$ cat src/rtl/fetch_pkg.sv
// Shared widths, step constant and FIFO entry type for the fetch stage.
// Latency: none (types and constants only).
// Backpressure: n/a.
package fetch_pkg;

    localparam int PC_W    = 32;
    localparam int INSTR_W = 32;

    localparam logic [PC_W-1:0] PC_STEP = 32'd4;

    // One fetched instruction together with the byte address it came from.
    typedef struct packed {
        logic [PC_W-1:0]    pc;
        logic [INSTR_W-1:0] instr;
    } fetch_entry_t;

endpackage

$ cat src/rtl/fetch_if.sv
// Fetch-to-decode bundle: instruction handshake plus the redirect request coming back.
// Latency: none (wires only).
// Backpressure: out_ready from decode holds the head; redirect is a one-cycle pulse.
// Ports: master = fetch side (drives out_*), slave = decode side (drives out_ready, redir_*).
interface fetch_if;
    import fetch_pkg::*;

    logic               out_valid;
    logic               out_ready;
    logic [INSTR_W-1:0] out_instr;
    logic [PC_W-1:0]    out_pc;
    logic [PC_W-1:0]    out_pc4;
    logic               redir_valid;
    logic [PC_W-1:0]    redir_pc;

    modport master (
        output out_valid, out_instr, out_pc, out_pc4,
        input  out_ready, redir_valid, redir_pc
    );

    modport slave (
        input  out_valid, out_instr, out_pc, out_pc4,
        output out_ready, redir_valid, redir_pc
    );

endinterface

$ cat src/rtl/fetch_fifo.sv
// Two-entry FIFO of fetch entries with push, pop, flush and occupancy count.
// Latency: a pushed entry is visible at the head one cycle later.
// Backpressure: none internally; the caller must not push when full without a pop.
// Ports: clk, reset_n, push/din, pop, flush (wins over push), head, count (0..2).
module fetch_fifo
    import fetch_pkg::*;
(
    input  logic         clk,
    input  logic         reset_n,
    input  logic         push,
    input  fetch_entry_t din,
    input  logic         pop,
    input  logic         flush,
    output fetch_entry_t head,
    output logic [1:0]   count
);

    fetch_entry_t mem [2];
    logic         rd_ptr;
    logic         wr_ptr;

    // When full with a simultaneous push and pop, wr_ptr equals rd_ptr: the
    // outgoing head slot is reused for the new tail, which is exactly right.
    always_ff @(posedge clk or negedge reset_n) begin
        if (!reset_n) begin
            mem[0] <= '0;
            mem[1] <= '0;
            rd_ptr <= 1'b0;
            wr_ptr <= 1'b0;
            count  <= 2'd0;
        end else if (flush) begin
            rd_ptr <= 1'b0;
            wr_ptr <= 1'b0;
            count  <= 2'd0;
        end else begin
            if (push) begin
                mem[wr_ptr] <= din;
                wr_ptr      <= ~wr_ptr;
            end
            if (pop) begin
                rd_ptr <= ~rd_ptr;
            end
            count <= count + {1'b0, push} - {1'b0, pop};
        end
    end

    assign head = mem[rd_ptr];

endmodule

$ cat src/rtl/fetch_unit.sv
// Instruction fetch: owns the PC, reads combinational imem, buffers 2 entries for decode.
// Latency: fetch issues the cycle after reset release/redirect; output valid one cycle later.
// Backpressure: out_ready low fills the 2-entry buffer, then fetch stalls with pc = head_pc + 8.
// Ports: clk, reset_n (async, active low), imem_a/imem_rd, fif (fetch_if.master), fetch_misalign.
// Option: FETCH_ALIGN_CHECK_EN halts fetch on a misaligned redirect until an aligned one.
module fetch_unit
    import fetch_pkg::*;
#(
    parameter logic [PC_W-1:0] RESET_PC = 32'h0000_0000,
    parameter int              IMEM_AW  = 6
) (
    input  logic                clk,
    input  logic                reset_n,
    output logic [IMEM_AW-1:0]  imem_a,
    input  logic [INSTR_W-1:0]  imem_rd,
    fetch_if.master             fif,
    output logic                fetch_misalign
);

    logic [PC_W-1:0] pc;
    logic [PC_W-1:0] redir_tgt;
    logic [1:0]      count;
    logic            pop;
    logic            issue;
    logic            halt;
    fetch_entry_t    head;
    fetch_entry_t    push_dat;

`ifdef FETCH_ALIGN_CHECK_EN
    logic redir_misaligned;

    assign redir_misaligned = (fif.redir_pc[1:0] != 2'b00);
    assign redir_tgt        = fif.redir_pc;

    // Every redirect re-evaluates the flag, so an aligned one clears a halt.
    always_ff @(posedge clk or negedge reset_n) begin
        if (!reset_n) begin
            halt           <= 1'b0;
            fetch_misalign <= 1'b0;
        end else if (fif.redir_valid) begin
            halt           <= redir_misaligned;
            fetch_misalign <= redir_misaligned;
        end
    end
`else
    assign redir_tgt      = fif.redir_pc & ~32'h0000_0003;
    assign halt           = 1'b0;
    assign fetch_misalign = 1'b0;
`endif

    // out_valid depends only on registered count; out_ready feeds next-state only.
    assign fif.out_valid = (count != 2'd0);
    assign pop           = fif.out_valid && fif.out_ready;
    assign issue         = !fif.redir_valid && !halt && ((count != 2'd2) || pop);

    always_ff @(posedge clk or negedge reset_n) begin
        if (!reset_n) begin
            pc <= RESET_PC;
        end else if (fif.redir_valid) begin
            pc <= redir_tgt;
        end else if (issue) begin
            pc <= pc + PC_STEP;
        end
    end

    assign imem_a         = pc[IMEM_AW+1:2];
    assign push_dat.pc    = pc;
    assign push_dat.instr = imem_rd;

    fetch_fifo u_fifo (
        .clk     (clk),
        .reset_n (reset_n),
        .push    (issue),
        .din     (push_dat),
        .pop     (pop),
        .flush   (fif.redir_valid),
        .head    (head),
        .count   (count)
    );

    assign fif.out_instr = head.instr;
    assign fif.out_pc    = head.pc;
    // Forced to zero while empty so the idle/reset value is 0 rather than 4.
    assign fif.out_pc4   = fif.out_valid ? (head.pc + PC_STEP) : '0;

endmodule
$ cat src/flat_wrapper.sv
// flat-port wrapper written by rule: the top's interface ports become plain ports
module fetch_unit_flat import fetch_pkg::*;
#(
    parameter logic [PC_W-1:0] RESET_PC = 32'h0000_0000,
    parameter int              IMEM_AW  = 6
)
  (clk, reset_n, imem_a, imem_rd, fetch_misalign, fif_out_valid, fif_out_instr, fif_out_pc, fif_out_pc4, fif_out_ready, fif_redir_valid, fif_redir_pc);
  fetch_if fif_i ();
  input  logic clk;
  input  logic reset_n;
  output logic [IMEM_AW-1:0] imem_a;
  input  logic [INSTR_W-1:0] imem_rd;
  output logic fetch_misalign;
  output wire logic [$bits(fif_i.out_valid)-1:0] fif_out_valid;
  output wire logic [$bits(fif_i.out_instr)-1:0] fif_out_instr;
  output wire logic [$bits(fif_i.out_pc)-1:0] fif_out_pc;
  output wire logic [$bits(fif_i.out_pc4)-1:0] fif_out_pc4;
  input wire logic [$bits(fif_i.out_ready)-1:0] fif_out_ready;
  input wire logic [$bits(fif_i.redir_valid)-1:0] fif_redir_valid;
  input wire logic [$bits(fif_i.redir_pc)-1:0] fif_redir_pc;
  assign fif_out_valid = fif_i.out_valid;
  assign fif_out_instr = fif_i.out_instr;
  assign fif_out_pc = fif_i.out_pc;
  assign fif_out_pc4 = fif_i.out_pc4;
  assign fif_i.out_ready = fif_out_ready;
  assign fif_i.redir_valid = fif_redir_valid;
  assign fif_i.redir_pc = fif_redir_pc;
  fetch_unit #(.RESET_PC(RESET_PC), .IMEM_AW(IMEM_AW)) u_core (.clk(clk), .reset_n(reset_n), .imem_a(imem_a), .imem_rd(imem_rd), .fif(fif_i), .fetch_misalign(fetch_misalign));
endmodule
$ cat config.mk
export PLATFORM = sky130hd
export DESIGN_NAME = fetch_unit_flat
export DESIGN_NICKNAME = d
export VERILOG_FILES = /design/src/rtl/fetch_pkg.sv /design/src/rtl/fetch_if.sv /design/src/rtl/fetch_fifo.sv /design/src/rtl/fetch_unit.sv /design/src/flat_wrapper.sv
export SDC_FILE = /design/constraint.sdc
export NUM_CORES = 1
export LEC_CHECK = 0
export BUFFER_PORTS_ARGS = -buffer_cell sky130_fd_sc_hd__buf_2
export CORE_MARGIN = 2
export CORE_UTILIZATION = 40
export DETAILED_ROUTE_END_ITERATION = 10
export PLACE_DENSITY = 0.68
export SYNTH_ARGS = -nofsm -noshare
export SYNTH_HDL_FRONTEND = slang
export SYNTH_HIERARCHICAL = 1
export SYNTH_SLANG_ARGS = --single-unit
$ cat constraint.sdc
create_clock -name clk -period 3.1 [get_ports clk]
set_input_delay 0.155 -clock clk [delete_from_list [all_inputs] [get_ports clk]]
set_output_delay 0.155 -clock clk [all_outputs]
set_load 0.05 [all_outputs]
==> qor.yml <==
placed_area_um2: 9931
synth_edf_count: 0
max_freq_mhz: 321.3
synth_compound_area_share_pct: 5.746
violations: "setup timing"
antenna_found_initial: 0
met3_usage_pct: 4.451
cts_tree: "built"
maxSlewHeadroom_pct: 30.48
worstPathMaxFanout: 6
clk_path_buf_depth: 2
port_buffers: 168
nNetsFinal: 1029
finalWirelength_um: 23710
synth-simple-area-share_pct: 12.58
drive_gt1_share_pct: 48.30
async_flop_share_pct: 100.0
final_area_um2: 11440
synth.distinct_cells: 51
numCtsBuffers: 17
synthCells: 722
period_minus_slack_ns: 3.113
grt.total_usage_pct: 20.19
drtIter0Drc: 443
syn_area_per_cell_um2: 12.27
h-tree-depth: 4
ys_seq_area_share_pct: 45.74
grt_remaining_overflow: 0
ios: 172
cts.sinks: 162
synthMuxAreaShare_pct: 27.47
place_ws_ns: 0.03711
end_kind: "output pin"
num_vias: 6695
finalCritPeriodShare_pct: 100.4
clkTransAtPathRegs_ns: 0.07
dieArea_um2: 23360
synth_fa_ha_area_share_pct: 0.5647
synth_top_family_by_area: "multiplexers"
die_w_um: 152.8
syn_area_um2: 8862
area_delta_synth_final_pct: 29.06
ys_ff_latch: 162
synth-xor-area-share_pct: 2.527
ant_nets: 0
via_per_inst: 5.360
cap_violations: 0
finalWorstSetupSlack_ns: -0.01260
dr.pass1.iters: 5
clkLatencyLatePin_ns: 0.43
worstMarginPinSlew_ns: 1.035
slew_violations: 0
top_usage_layer: "met2"
p_leak_nw: 5.135
crit_type: "reg -> out"
drc: 0
grt_pass1_vias: 6841
start_util_pct: 40.73
grt_pass1_wl_um: 37720
required_ns: 2.94
hp-class: "in -> reg"
root_buffer: "clkbuf_16"
rows: 54
diodes: 0
p_per_area_nw_per_um2: 1097
wl_per_cell_um: 18.98
coreArea_um2: 21760
synth_warnings: 6
met2_usage_pct: 32.91
startpoint_type: "register"
dp_hpwl_um: 15560
hold_viol: 0
met1_usage_pct: 27.40
finalClockSkew_ns: 0.009124
die-height_um: 152.8
ir_drop_mv: 1.016
status: "complete, but fails checks"
routabilityCongestion: 0.8012
arrival_ns: 2.96
setup_violations: 1
timing.hold.ws_ns: 0.02606
grt_max_degree: 59
ys.flop_type: "dfrtp_1"
rsz0062_at_grt: "true"
==> cells by family (layout without fill, tap and decap cells) <==
logic type                 Yosys count  in the layout
DFF                                162            162
xor gates and xnor gates            24             24
muxes                              193            193
AOI/OAI and AO/OA                   78             78
and+or+nand+nor                    202            202
adders and majority gates            4              4
buffers and inverters               58            301
other                                1              5
==> synth_stat cells (2+ instances only) <==
library cell / n / share of area (%)
or3_1: 5 / 0.35
a311o_1: 2 / 0.23
or4_1: 19 / 1.6
and4_1: 7 / 0.69
xor2_1: 12 / 1.2
buf_2: 8 / 0.45
nor3b_1: 2 / 0.17
o21a_1: 2 / 0.17
nand2_1: 44 / 1.9
buf_12: 12 / 2.7
a31oi_1: 9 / 0.64
o31ai_1: 17 / 1.4
mux2_4: 70 / 12
o31a_1: 2 / 0.20
nand4_1: 22 / 1.6
o21ai_0: 15 / 0.85
a21oi_1: 18 / 1.0
xnor2_1: 11 / 1.1
buf_6: 3 / 0.38
and2_1: 10 / 0.71
nor4_1: 8 / 0.56
o211ai_1: 5 / 0.42
a211o_1: 4 / 0.40
buf_4: 7 / 0.59
nand3_1: 26 / 1.5
mux2_2: 122 / 16
and3_1: 9 / 0.64
nor2_1: 32 / 1.4
clkbuf_1: 17 / 0.72
dfrtp_1: 162 / 46
inv_1: 9 / 0.38
ha_1: 4 / 0.56
nor3_1: 9 / 0.51
==> routing by layer <==
layer  vias to the layer above  part of all wire [%]
met1                      3339                    45
met5                         -                     0
met2                       220                    48
met4                         0                   1.1
met3                        17                   5.8
li1                       3119                     -
==> critical path, stage by stage (launching register included) <==
cell     delay [ns]
dfrtp_2        0.49
buf_8          0.17
mux2_4         0.20
buf_6          0.10
nand4_1        0.14
or3_4          0.46
buf_6          0.16
or4_4          0.49
a21oi_4        0.14
buf_6          0.17
==> through the flow <==
stage	instances	util, %	TNS, ns	total power [mW]
after global placement	1153	45.65	0	9.831
after global routing	1249	52.57	-0.5020	13.17
final	1249	52.57	-0.01260	12.55
after CTS	1243	51.74	-0.04382	12.40
after floorplan	726	-	-0.04667	8.462
after detailed placement	1153	45.65	0	9.938
==> power breakdown <==
part | switching (mW) | total [mW] | internal [mW]
combinational | 4.40 | 6.92 | 2.52
sequential | 0.527 | 3.44 | 2.91
clock | 0.910 | 2.19 | 1.28
==> layout by cell type (no fill, tap or decap), types with 18 or more instances in the layout <==
cell,synthesis,routed
nand2_1,44,42
mux2_2,122,111
dfrtp_1,162,161
buf_4,7,25
nand3_1,26,25
nand4_1,22,22
clkbuf_16,0,18
dlygate4sd3_1,0,56
buf_6,3,18
buf_2,8,155
mux2_4,70,81
nor2_1,32,31
==> registers in the layout, summed over array words and instances, names as in the netlist <==
signal and flops:
u_core/u_fifo/mem 128, u_core/pc 30, u_core/u_fifo/count 2, u_core/u_fifo/rd_ptr 1
u_core/u_fifo/wr_ptr 1
==> worst paths after layout <==
path / slack [ns] / cells past startpoint / start / endpoint
max in group asynchronous: 1.87 / 3 / reset_n / u_core/u_fifo/mem[124]
max: -0.01 / 9 / u_core/u_fifo/rd_ptr / fif_out_pc4[31]
min reg2reg: 0.50 / 1 / u_core/u_fifo/mem[31] / u_core/u_fifo/mem[31]
max reg2reg: 0.59 / 5 / u_core/u_fifo/count[0] / u_core/u_fifo/mem[1]
min: 0.03 / 3 / fif_redir_pc[28] / u_core/pc[28]
min in group asynchronous: 0.25 / 2 / reset_n / u_core/u_fifo/mem[24]
==> layout make-up <==
class	count	area, µm²
flip-flops and latches	162	4055
repair buffers	260	1842
well taps	280	350.3
multi-input cells	506	4551
clock buffers	18	429.2
fillers	1858	10320
inverters	10	37.54
clock inverters	13	172.7
==> timing repair <==
| item | 4_1_cts | 5_1_grt |
|---|---|---|
| setup endpoints to repair | 15 | 16 |
| hold buffers | 56 | 0 |
| pin swaps | 4 | 16 |
| hold endpoints to repair | 141 | 0 |
| buffers inserted | 3 | 6 |
| gates resized for setup | 41 | 36 |
| gates cloned | 0 | 1 |
No activity file was read; power rests on OpenSTA's default activity.
